--- src/rtl/serial_frame_tx.sv ---
// Framed serial transmitter: start bit, N data bits LSB-first, optional even parity, stop bit.
// Each bit lasts DIV clocks and the line idles high.
module serial_frame_tx #(
  parameter int N         = 8,
  parameter int DIV       = 4,
  parameter bit PARITY_EN = 1'b1
) (
  input  logic         clk,
  input  logic         reset,
  input  logic [N-1:0] din,
  input  logic         din_valid,
  output logic         din_ready,
  output logic         s_out,
  output logic         busy,
  output logic         done
);

  localparam int DIV_W = (DIV > 1) ? $clog2(DIV) : 1;
  localparam int BIT_W = $clog2(N);
  localparam logic [DIV_W-1:0] DIV_LAST = DIV_W'(DIV - 1);
  localparam logic [BIT_W-1:0] BIT_LAST = BIT_W'(N - 1);

  typedef enum logic [2:0] {IDLE, START, DATA, PARITY, STOP} state_t;

  state_t           state_q;
  logic [DIV_W-1:0] div_q;
  logic [DIV_W-1:0] div_d;
  logic [BIT_W-1:0] bit_q;
  logic [N-1:0]     shreg_q;
  logic             par_q;
  logic             s_out_q;
  logic             done_q;
  logic             tick;

  // With DIV=1 the divider is a single bit pinned at zero, so tick is always true.
  assign tick  = (div_q == DIV_LAST);
  assign div_d = tick ? '0 : div_q + DIV_W'(1);

  always_ff @(posedge clk or posedge reset) begin
    if (reset) begin
      state_q <= IDLE;
      div_q   <= '0;
      bit_q   <= '0;
      shreg_q <= '0;
      par_q   <= 1'b0;
      s_out_q <= 1'b1;
      done_q  <= 1'b0;
    end else begin
      done_q <= 1'b0;
      if (state_q == IDLE) begin
        div_q <= '0;
        if (din_valid) begin
          shreg_q <= din;
          par_q   <= ^din;
          state_q <= START;
          s_out_q <= 1'b0;
        end
      end else begin
        div_q <= div_d;
        if (tick) begin
          case (state_q)
            START: begin
              state_q <= DATA;
              bit_q   <= '0;
              s_out_q <= shreg_q[0];
            end
            DATA: begin
              if (bit_q == BIT_LAST) begin
                if (PARITY_EN) begin
                  state_q <= PARITY;
                  s_out_q <= par_q;
                end else begin
                  state_q <= STOP;
                  s_out_q <= 1'b1;
                end
              end else begin
                // s_out takes the next bit now, ahead of the shift landing in shreg_q.
                bit_q   <= bit_q + BIT_W'(1);
                shreg_q <= shreg_q >> 1;
                s_out_q <= shreg_q[1];
              end
            end
            PARITY: begin
              state_q <= STOP;
              s_out_q <= 1'b1;
            end
            STOP: begin
              state_q <= IDLE;
              s_out_q <= 1'b1;
              done_q  <= 1'b1;
            end
            default: begin
              state_q <= IDLE;
              s_out_q <= 1'b1;
            end
          endcase
        end
      end
    end
  end

  assign din_ready = (state_q == IDLE);
  assign busy      = (state_q != IDLE);
  assign s_out     = s_out_q;
  assign done      = done_q;

endmodule

--- config.mk ---
export PLATFORM = sky130hd
export DESIGN_NAME = serial_frame_tx
export DESIGN_NICKNAME = d
export VERILOG_FILES = /design/src/rtl/serial_frame_tx.sv
export SDC_FILE = /design/constraint.sdc
export NUM_CORES = 1
export LEC_CHECK = 0
export BUFFER_PORTS_ARGS = -buffer_cell sky130_fd_sc_hd__buf_2
export CORE_MARGIN = 5
export CORE_UTILIZATION = 49
export CTS_BUF_LIST = sky130_fd_sc_hd__clkbuf_16
export DETAILED_ROUTE_END_ITERATION = 6
export PLACE_DENSITY = 0.73
export RECOVER_POWER = 25
export SETUP_SLACK_MARGIN = 0.3
export SLEW_MARGIN = 20
export SYNTH_ARGS = -nofsm -noshare
export SYNTH_HDL_FRONTEND = slang
export SYNTH_SLANG_ARGS = --single-unit
--- constraint.sdc ---
create_clock -name clk -period 1.5 [get_ports clk]
set_input_delay 0.15 -clock clk [delete_from_list [all_inputs] [get_ports clk]]
set_output_delay 0.15 -clock clk [all_outputs]
set_load 0.05 [all_outputs]
==> Word level (Yosys, flattened, before mapping) <==
Index checks and enable logic that the tools add are counted.
Widths: inputs -> output; s select.
{ "word_totals": {"register_bits": 19, "inputBits": 11} }
{ "classes": {"bitwise_logic": 1, "n_eq_ne": 10, "reduce_logical": 11, "muxes": 22, "add_sub_neg": 2} }
{ "ops": {"columns": ["operator", "count"], "rows": [
  ["$mux 8", 5],
  ["$mux 3", 5],
  ["$pmux 3 s3", 1],
  ["$reduce_and 4->1", 2],
  ["$reduce_xor 8->1", 1],
  ["$mux 1", 7],
  ["$eq 3x2->1 const B", 2],
  ["$eq 3x3->1 const B", 2],
  ["$ne 2x2->1 const B", 3],
  ["$pmux 3 s2", 1],
  ["$reduce_bool 2->1", 3],
  ["$mux 2", 2],
  ["$reduce_and 2->1", 2],
  ["$add 3x1->3 const B", 1],
  ["$eq 3x1->1 const B", 1],
  ["$logic_not 3->1", 1],
  ["$ne 3x3->1 const B", 1],
  ["$reduce_and 3->1", 1],
  ["$reduce_bool 3->1", 1],
  ["$add 2x1->2 const B", 1],
  ["$eq 2x2->1 const B", 1],
  ["$pmux 1 s2", 1],
  ["$not 1->1", 1]
]} }

==> Longest topological paths before layout <==
Gate-level depths: netlist of run 1.
{ "depth": {"ltp_word": 5, "mapped_depth": 7, "mapped_depth_nobuf": 6} }

==> Worst setup path before layout of run 1 <==
No wires, ideal clock.
{ "synth_path": {"path_kind": "register to register", "start": "register state_q[1]", "end": "register shreg_q[0]", "arrival_ns": 1.617, "slack_ns": -0.240, "path_stages_with_launch": 6, "path_buffers": 1, "cell_sequence": "dfrtp_1 > buf_6 > nor3_4 > inv_4 > mux2i_1 > a21oi_1"} }
{ "synth_via": {"elab_chain_len": 3} }
{ "synth_rtl": {"columns": ["item", "line_no", "rtl"], "rows": [
  ["start: declaration", "25", "state_t state_q;"],
  ["start signal: assignment", "41", "state_q <= IDLE;"],
  ["start signal: assignment", "55", "state_q <= START;"],
  ["start signal: assignment", "63", "state_q <= DATA;"],
  ["$logic_not 3->1 *", null, null],
  ["net din_ready", "12", "output logic din_ready,"],
  ["$ne 2x2->1 (no source line) / $reduce_bool 2->1 (equally long branches)", null, null],
  ["$reduce_and 4->1 (no source line)", null, null],
  ["end signal: assignment", "53", "shreg_q <= din;"],
  ["end signal: assignment", "79", "shreg_q <= shreg_q >> 1;"],
  ["end: declaration", "29", "logic [N-1:0] shreg_q;"]
]} }
The timed path passes the listed nets; every way through them passes the cells marked *.
A chain may end at the register's enable or synchronous reset.

==> Worst setup path after layout of run 1 <==
{ "layout_path": {"start": "register bit_q[1]", "end": "register shreg_q[0]"} }
{ "layout_via": {"elab_chain_len": 3} }
{ "layout_rtl": {"columns": ["item", "line_no", "rtl"], "rows": [
  ["start: declaration", "28", "logic [BIT_W-1:0] bit_q;"],
  ["start signal: assignment", "78", "bit_q <= bit_q + BIT_W'(1);"],
  ["$eq 3x3->1", "68", "if (bit_q == BIT_LAST) begin"],
  ["$ne 2x2->1 (no source line)", null, null],
  ["$reduce_and 4->1 (no source line)", null, null]
]} }
Every way passes these cells.

==> results of run 1 <==
## flip-flops by register name (all words and copies together), names as in the netlist
name     flops
par_q        1
done         1
state_q      3
div_q        2
bit_q        3
s_out        1
shreg_q      8
## routing by layer
layer	up-vias	track usage [%]	wire length (um)
li1	419	-	-
met4	0	7.64	68
met2	28	32.1	1420
met5	-	0	0
met3	8	3.71	108
met1	448	18.5	1100
## cell usage in the layout, fill, tap and decap left out, drive strengths merged
master | synthesis | layout
dfrtp | 18 | 18
nor2b | 1 | 1
buf | 4 | 31
o21ai | 7 | 7
nor3 | 4 | 4
clkinv | 0 | 2
a22oi | 2 | 2
clkbuf | 0 | 5
mux2i | 8 | 8
nand3b | 1 | 1
dlygate4sd3 | 0 | 1
ha | 3 | 3
nand2b | 1 | 1
a31oi | 2 | 2
dfstp | 1 | 1
o21bai | 1 | 1
nor2 | 7 | 7
o22ai | 1 | 1
nand2 | 10 | 10
and2 | 1 | 1
nor4b | 1 | 1
a21oi | 10 | 10
nor3b | 2 | 2
inv | 6 | 5
or2 | 1 | 1
nand3 | 3 | 3
xnor2 | 7 | 7
## report_power, final
part | total [mW] | switching (mW) | internal (mW)
combinational | 0.654 | 0.330 | 0.324
clock | 0.550 | 0.193 | 0.357
sequential | 0.653 | 0.0594 | 0.594
## what timing repair did
action                                 CTS  global route
gates resized for setup                 17             9
setup buffers                            8             4
setup endpoints to repair               16            17
cloned                                   0             0
hold buffers                             1             0
endpoints found under the hold margin   18             0
pin swaps                                6             9
## cell type report
type,count,area (um^2),area share [%]
clock buffers,3,75.1,5.12
clock inverters,1,5.00,0.342
inverters,6,27.5,1.88
multi-input cells,73,569,38.9
flip-flops and latches,19,479,32.7
well taps,27,33.8,2.31
repair buffers,34,275,18.8
## tightest hold or removal path, cell delays in order
cell and delay, ps:
buf_2 120, nand3_1 70, o21ai_1 60
## metrics by stage
stage	hold slack, ps	util (%)	setup WS (ps)	std cells	cell area, um^2
floorplan	100	-	-222	102	1060
detailed placement	181	60.2	-15.0	146	1190
CTS	159	70.6	1.29	159	1400
global placement	178	60.2	25.5	146	1190
global route	200	73.9	-132	163	1470
finish	181	73.9	-55.6	163	1470
## worst max path at each step
| stage | cells past startpoint | slack, ps | endpoint | start |
|---|---|---|---|---|
| detailed placement | 7 | -20 | shreg_q[3] | bit_q[0] |
| floorplan | 5 | -220 | shreg_q[0] | state_q[1] |
| CTS | 7 | 1 | shreg_q[2] | bit_q[1] |
| global placement | 7 | 30 | shreg_q[7] | bit_q[0] |
| global route | 7 | -130 | shreg_q[0] | bit_q[1] |
| finish | 7 | -60 | shreg_q[0] | bit_q[1] |
## kinds of logic (layout without fill, tap and decap cells)
kind of cell	Yosys count	count (layout)	synth area share [%]
simple gates	32	32	17.2
compound gates	23	23	13.4
xor+xnor	7	7	5.97
mux	8	8	7.80
flops	19	19	46.4
buf+inv	10	44	5.60
fa+ha+maj	3	3	3.65
==> out/summary.txt, run 1 <==
TritonRoute pass-1 iters - 4
Slowest stage cell, crit path - dfrtp_1
Via density - 5.54
Drt wl/cell - 16.5 um
Register area share after synthesis - 46.4%
Initial antenna violation count - 0
Pins Over Slew Limit - 0
Mapped Nets - 116
Synthesized area per cell - 10.1 um^2
Worst hold path startpoint - din[7]
Syn Inst Count - 102
CTS H-Tree Depth - 1
Sink Count - 19
Vias in the first global route - 967
Critical setup path kind - reg -> reg
Total detailed-routing wirelength - 2690 um
Post-synth cell types - 29
Detail Route Antenna Nets - 0
Failing checks - negative setup slack
Crit path arrival time - 1720 ps
Global-route wire length before repair - 4290 um
Die Area - 3110 um^2
Final hold vios - 0
Cells on worst reg2reg path - 7
Synth cell count leaders - 18 x dfrtp_1, 10 x nand2_1, 9 x a21oi_1, 8 x mux2i_1
Asr flop ratio synth - 100%
Top cells by area, synth - dfrtp_1 44%, mux2i_1 7.8%, xnor2_1 6.0%
Most frequent cell after synthesis - dfrtp_1
Nets - 151
Pwr Total - 1.86 mW
Status - finished, violations left
CP Cell Sequence - ha_2 > ha_4 > nand3b_1 > a21oi_4 > buf_12 > nor2_1 > a21oi_1
Total track usage - 17.3%
Top_reg_cell synth - dfrtp_1
Leak - 0.671 nW
Worst r2r src - bit_q[1]
DR iter-0 viols - 24
Clk buf depth - 2
Min Tclk post-route - 1560 ps
Core Area - 1980 um^2
Crit path max fanout - 16
Yosys top cell area share - 43.8%
Required @ worst endpoint - 1660 ps
Die X - 55.8 um
Routability Congestion - 0.756
Initial Util - 51.8%
R2r setup slk - -60 ps
Slowest Stage Delay on Critical Path - 380 ps
WHS Endpoint - shreg_q[7]
Capture point of the worst reg-to-reg path - shreg_q[0]
# diodes - 0
Remaining global-route overflow - 0
Max Cap Viol - 0
Cell area after synthesis - 1030 um^2
RSZ-0062 raised after global routing - true
Yosys warns - 0
Skew final - 4.11 ps
Fill count - 127
Hold WC Path Type - in -> reg
Std cell rows - 16
Crit path max-delay family - flip-flops
Ports - 15
Dominant cell type by area after synthesis - dfrtp_1
Setup crit start kind - register
PortBufs - 14
Post-route clock period utilization - 104%
Fin Setup TNS - -55.6 ps
Setup violators final - 1
Bufs and invs on worst path - 1
Root buffer cell - clkbuf_16
Maximum VDD drop - 0.000799 V
Area Growth Syn to Fin - 42.6%
FF+latch count, synth - 19
CTS tree - built
Worst-Margin Slew - 481 ps
Post-DP HPWL - 1470 um
Crit path setup slack, layout - -55.6 ps
Hold Path Cell Cnt - 3
Slew HR - 67.5%
Vias post-DR - 903
# DRC - 0
PD cells - 1270 nW/um^2
Fmax - 643 MHz
CP Capture Type - register
CTS buffer count - 3
Pin count of the biggest net entering global routing - 20
Die H - 55.8 um
CTS clk-pin slew, worst paths - 60 ps
Layout cells sized above 1 - 44.1%
Post-synth EDFFs - 0
Worst skew pair latency - 250 ps
Note: power is estimated with default switching activity, not from simulation.
==> inputs of run 2 (changes only) <==
==> constraint.sdc (replaced) <==
create_clock -name clk -period 1.5 [get_ports clk]
set_input_delay 0.15 -clock clk [delete_from_list [all_inputs] [get_ports clk]]
set_output_delay 0.15 -clock clk [all_outputs]
set_load 0.1 [all_outputs]
==> run 2 against run 1 <==
Compared with the run above: the run now ends clean; core utilization up 8.2 points; combinational power up 26%; maximum frequency up 4.4%; clock power about the same; sequential share of layout area down 3.3 points; count of clock-buffer cells in the layout unchanged; critical path depth unchanged; critical path type unchanged; critical endpoint is now s_out; largest power group unchanged.
==> out/summary.txt, run 2 (same netlist as run 1, synthesis figures left out) <==
Pre-CTS setup slack - -14.8 ps (was -15.0 ps)
Core Area - 1980 um^2 (unchanged)
Post-DP HPWL - 1490 um (was 1470 um)
Drt wl/cell - 16.4 um (was 16.5 um)
RSZ-0062 raised after global routing - true (unchanged)
Crit path max fanout - 4 (was 16)
Max Cap Viol - 0 (unchanged)
Utilization after layout - 82.1% (was 73.9%)
Crit path arrival time - 1670 ps (was 1720 ps)
Fill count - 102 (was 127)
Area of the multi-input gates - 618 um^2 (was 569 um^2)
Fmax - 671 MHz (was 643 MHz)
PD cells - 1250 nW/um^2 (was 1270 nW/um^2)
Sink Count - 19 (unchanged)
DR iter-0 viols - 12 (was 24)
DP Cell Count - 151 (was 146)
Slew HR - 67.0% (was 67.5%)
Initial Util - 51.8% (unchanged)
CTS buffer count - 3 (unchanged)
Max reg flops - 8 (unchanged)
Largest regs - shreg_q: 8 flops, bit_q: 3 flops, state_q: 3 flops (unchanged)
Hold Path Cell Cnt - 3 (unchanged)
Min Tclk post-route - 1490 ps (was 1560 ps)
Via density - 5.47 (was 5.54)
Commonest non-fill, non-tap cell in the layout - dfrtp_1 (unchanged)
Area Growth Syn to Fin - 58.5% (was 42.6%)
Die X - 55.8 um (unchanged)
Pwr Total - 2.04 mW (was 1.86 mW)
Worst r2r src - bit_q[1] (unchanged)
CP Capture Type - register (unchanged)
R2r setup slk - 10 ps (was -60 ps)
Register with the most flip-flops - shreg_q (unchanged)
Layout cells sized above 1 - 50.0% (was 44.1%)
Total track usage - 16.0% (was 17.3%)
Status - finished clean (was finished, violations left)
Worst-Margin Slew - 495 ps (was 481 ps)
PortBufs - 14 (unchanged)
Pin count of the biggest net entering global routing - 20 (unchanged)
Skew final - 2.32 ps (was 4.11 ps)
Setup violators final - 0 (was 1)
Vias in the first global route - 898 (was 967)
Total detailed-routing wirelength - 2770 um (was 2690 um)
# DRC - 0 (unchanged)
Pins Over Slew Limit - 0 (unchanged)
Die H - 55.8 um (unchanged)
Vias post-DR - 924 (was 903)
Worst hold path startpoint - din[7] (unchanged)
Die Area - 3110 um^2 (unchanged)
Required @ worst endpoint - 1680 ps (was 1660 ps)
Hold_ws - 190 ps (was 181 ps)
Hold WC Path Type - in -> reg (unchanged)
Routability Congestion - 0.801 (was 0.756)
TritonRoute pass-1 iters - 5 (was 4)
Global-route wire length before repair - 4080 um (was 4290 um)
Capture point of the worst reg-to-reg path - s_out (was shreg_q[0])
CTS clk-pin slew, worst paths - 60 ps (about the same)
Nets - 157 (was 151)
Critical setup path kind - reg -> reg (unchanged)
Worst skew pair latency - 250 ps (about the same)
Leak - 0.743 nW (was 0.671 nW)
Ports - 15 (unchanged)
Post-route clock period utilization - 99.4% (was 104%)
Setup crit start kind - register (unchanged)
Std cell rows - 16 (unchanged)
Register area - 479 um^2 (unchanged)
CTS tree - built (unchanged)
CTS H-Tree Depth - 1 (unchanged)
# diodes - 0 (unchanged)
WHS Endpoint - shreg_q[7] (unchanged)
Initial antenna violation count - 0 (unchanged)
Maximum VDD drop - 0.000964 V (was 0.000799 V)
Cells on worst reg2reg path - 7 (unchanged)
Final hold vios - 0 (unchanged)
Root buffer cell - clkbuf_16 (unchanged)
Most frequent cells in the layout - 16 x dfrtp_1, 14 x buf_4, 11 x buf_2 (unchanged)
Cell Count, Final, Fillers Out - 169 (was 163)
Remaining global-route overflow - 0 (unchanged)
Crit path setup slack, layout - 9.59 ps (was -55.6 ps)
Clk buf depth - 2 (unchanged)
Detail Route Antenna Nets - 0 (unchanged)
[run 2: worst max-delay path, cell delays in order (launching register included)]
cell and delay [ps]:
dfrtp_1 390, ha_2 200, ha_4 160, buf_4 130, buf_6 120, nor4b_4 210
nor3_2 70, o21ai_1 140
[run 2: worst max path at each step]
stage                    start         end  slack, ps  depth (start not counted)
finish                bit_q[1]       s_out         10                          7
global route          bit_q[1]  shreg_q[6]        -80                          7
CTS                   bit_q[1]  shreg_q[6]         10                          7
detailed placement    bit_q[1]  shreg_q[3]        -10                          7
global placement      bit_q[0]  shreg_q[5]         30                          7
floorplan           state_q[1]  shreg_q[0]       -560                          5
[run 2: stage by stage]
stage / setup TNS (ps) / instance area, um^2
after CTS: 0 / 1500
after global placement: 0 / 1270
after detailed placement: -15.8 / 1270
after global routing: -687 / 1630
final: 0 / 1630
after floorplan: -5890 / 1090
[run 2: cell type report]
type,instances,area share [%]
clock buffer,3,4.61
timing repair buffer,40,22.6
inverter,6,3.00
tap,27,2.08
multi-input combinational,73,38.0
clock inverter,1,0.307
sequential,19,29.4
[run 2: where the power goes]
part	internal [mW]	switching (mW)	total, mW	leakage, nW
clock network	0.357	0.194	0.551	0.0409
registers	0.595	0.0694	0.664	0.219
logic	0.418	0.406	0.824	0.483
[run 2: timing repair]
item	4_1_cts	5_1_grt
endpoints found under the hold margin	18	0
setup buffers	7	6
pin swaps	12	8
hold buffers	1	0
resized for setup	26	15
endpoints found under the setup margin	17	19
[run 2: routing by layer]
layer	GRT usage (%)	share of wire (%)	vias to the layer above
li1	-	-	430
met1	22.2	43	470
met2	25.0	52	22
met3	3.25	4.2	2
met4	5.21	0.83	0
met5	0	0	-
==> inputs of run 3 (changes only) <==
--- a/config.mk
+++ b/config.mk
@@ -10,9 +10,10 @@
 export CORE_UTILIZATION = 49
 export CTS_BUF_LIST = sky130_fd_sc_hd__clkbuf_16
 export DETAILED_ROUTE_END_ITERATION = 6
+export MAX_ROUTING_LAYER = met4
 export PLACE_DENSITY = 0.73
 export RECOVER_POWER = 25
-export SETUP_SLACK_MARGIN = 0.3
+export SETUP_SLACK_MARGIN = 0.1
 export SLEW_MARGIN = 20
 export SYNTH_ARGS = -nofsm -noshare
 export SYNTH_HDL_FRONTEND = slang
==> run 3 against run 2 <==
Compared with the run above: the flow now finishes with violations (negative setup slack); clock power down 0.7%; combinational power down 16%; die area unchanged; largest power group unchanged; count of clock-buffer cells in the layout unchanged; critical path type unchanged; worst setup slack worse by 100 ps; design area down 9.1%.
==> out/summary.txt, run 3 (same netlist as run 1, synthesis figures left out) <==
CP startpoint - bit_q[1] (unchanged)
Total track usage - 16.8% (was 16.0%)
Nets - 149 (was 157)
Die X - 55.8 um (unchanged)
CTS H-Tree Depth - 1 (unchanged)
Final Cell Area - 1480 um^2 (was 1630 um^2)
Routability Congestion - 0.773 (was 0.801)
Failing checks - negative setup slack
Crit path capture - shreg_q[2] (was s_out)
Crit path arrival time - 1770 ps (was 1670 ps)
RSZ-0062 raised after global routing - true (unchanged)
Fmax - 628 MHz (was 671 MHz)
Hold WC Path Type - in -> reg (unchanged)
Worst skew pair latency - 250 ps (about the same)
Crit path setup slack, layout - -92.5 ps (was 9.59 ps)
Fill count - 131 (was 102)
Largest regs - shreg_q: 8 flops, bit_q: 3 flops, state_q: 3 flops (unchanged)
Max reg flops - 8 (unchanged)
Min Tclk post-route - 1590 ps (was 1490 ps)
Sw power - 0.612 mW (was 0.669 mW)
Die H - 55.8 um (unchanged)
Core Area - 1980 um^2 (unchanged)
Std cell rows - 16 (unchanged)
# diodes - 0 (unchanged)
R2r setup slk - -90 ps (was 10 ps)
Max Cap Viol - 0 (unchanged)
Comb power frac - 36.7% (was 40.4%)
CP Capture Type - register (unchanged)
Utilization after layout - 74.7% (was 82.1%)
Cells on worst reg2reg path - 7 (unchanged)
Vias in the first global route - 892 (was 898)
Ports - 15 (unchanged)
Layout cells sized above 1 - 42.5% (was 50.0%)
CTS buffer count - 3 (unchanged)
Clk buf depth - 2 (unchanged)
Clock share of power - 28.9% (was 27.0%)
Commonest non-fill, non-tap cell in the layout - dfrtp_1 (unchanged)
Setup violators final - 9 (was 0)
# DRC - 0 (unchanged)
TritonRoute pass-1 iters - 4 (was 5)
Pin count of the biggest net entering global routing - 20 (unchanged)
Pins Over Slew Limit - 0 (unchanged)
Global-route wire length before repair - 4020 um (was 4080 um)
PortBufs - 14 (unchanged)
Setup crit start kind - register (unchanged)
Total detailed-routing wirelength - 2420 um (was 2770 um)
Internal cell power - 1.28 mW (was 1.37 mW)
Placed inst area - 1230 um^2 (was 1270 um^2)
Critical setup path kind - reg -> reg (unchanged)
CTS clk-pin slew, worst paths - 50 ps (was 60 ps)
Register with the most flip-flops - shreg_q (unchanged)
Vias post-DR - 851 (was 924)
Crit path max fanout - 8 (was 4)
Detail Route Antenna Nets - 0 (unchanged)
Slew HR - 67.9% (was 67.0%)
Worst-Margin Slew - 481 ps (was 495 ps)
Skew final - 1.33 ps (was 2.32 ps)
Remaining global-route overflow - 0 (unchanged)
Initial Util - 51.8% (unchanged)
Pre-CTS setup slack - -53.0 ps (was -14.8 ps)
Leak - 0.676 nW (was 0.743 nW)
CP Cell Sequence - ha_2 > ha_4 > nand3b_1 > a21oi_4 > buf_12 > nor2_2 > a21oi_1 (was ha_2 > ha_4 > buf_4 > buf_6 > nor4b_4 > nor3_2 > o21ai_1)
Worst r2r src - bit_q[1] (unchanged)
Status - finished, violations left (was finished clean)
Die Area - 3110 um^2 (unchanged)
Net Sw Frac - 32.4% (was 32.8%)
Final hold vios - 0 (unchanged)
Post-route clock period utilization - 106% (was 99.4%)
Pwr Total - 1.89 mW (was 2.04 mW)
Flop pwr share - 34.4% (was 32.6%)
Capture point of the worst reg-to-reg path - shreg_q[2] (was s_out)
Slowest Stage Delay on Critical Path - 380 ps (was 390 ps)
Initial antenna violation count - 0 (unchanged)
Most frequent cells in the layout - 15 x dfrtp_1, 13 x buf_4, 12 x buf_2 (was 16 x dfrtp_1, 14 x buf_4, 11 x buf_2)
Post-DP HPWL - 1470 um (was 1490 um)
Required @ worst endpoint - 1670 ps (was 1680 ps)
Maximum VDD drop - 0.00108 V (was 0.000964 V)
DR iter-0 viols - 12 (unchanged)
Root buffer cell - clkbuf_16 (unchanged)
Slowest stage cell, crit path - dfrtp_1 (unchanged)
Via density - 5.29 (was 5.47)
CTS tree - built (unchanged)
Drt wl/cell - 15.0 um (was 16.4 um)
Area Growth Syn to Fin - 44.1% (was 58.5%)
PD cells - 1280 nW/um^2 (was 1250 nW/um^2)
Sink Count - 19 (unchanged)
## run 3: power by group through the flow
stage / logic, mW / registers [mW] / clock network (mW)
floorplan: 0.394 / 0.668 / 0
CTS: 0.654 / 0.645 / 0.549
global route: 0.756 / 0.658 / 0.570
global placement: 0.554 / 0.653 / 0
finish: 0.694 / 0.650 / 0.547
detailed placement: 0.569 / 0.655 / 0
## run 3: metal layers
| layer | track usage (%) | routed length, um | vias up |
|---|---|---|---|
| li1 | - | - | 415 |
| met1 | 18.5 | 1030 | 420 |
| met2 | 28.0 | 1270 | 14 |
| met3 | 5.34 | 98 | 2 |
| met4 | 6.94 | 21 | 0 |
| met5 | - | 0 | - |
## run 3: how the worst min path moves through the flow
stage	endpoint	start	slack, ps	cells past startpoint
2_1_floorplan	bit_q[0]	reset	100	1
3_3_place_gp	bit_q[0]	reset	180	3
3_5_place_dp	shreg_q[3]	reset	180	3
4_1_cts	shreg_q[7]	din[7]	160	3
5_1_grt	shreg_q[7]	din[7]	180	3
6_report	shreg_q[7]	din[7]	160	3
## run 3: timing repair
item,in CTS,in global routing
hold buffers,1,0
resized for setup,20,8
pin swaps,4,6
endpoints found under the hold margin,18,0
setup buffers,5,3
setup endpoints to repair,14,14
gates cloned,0,1
## run 3: layout make-up
cell class                 instances  area, um^2  share of cell area [%]
multi-input combinational         73         569                    38.5
sequential                        19         480                    32.5
timing repair buffer              32         269                    18.2
clock buffer                       3        75.1                    5.07
inverter                           6        48.8                    3.30
tap                               27        33.8                    2.28
clock inverter                     1        3.75                   0.254
## run 3: stage by stage
step / hold slack [ps] / TNS (ps) / std cells
6_report: 160 / -545 / 161
5_1_grt: 177 / -1160 / 161
4_1_cts: 164 / -21.3 / 158
3_5_place_dp: 182 / -278 / 148
3_3_place_gp: 181 / 0 / 148
2_1_floorplan: 100 / -5890 / 102
## run 3: worst max-delay path: cells and delay by family (launching register included)
family,cells,cell delay (ps)
and+or+nand+nor,2,250
buffers and inverters,1,160
DFF,1,380
adders and majority gates,2,350
AOI/OAI and AO/OA,2,370
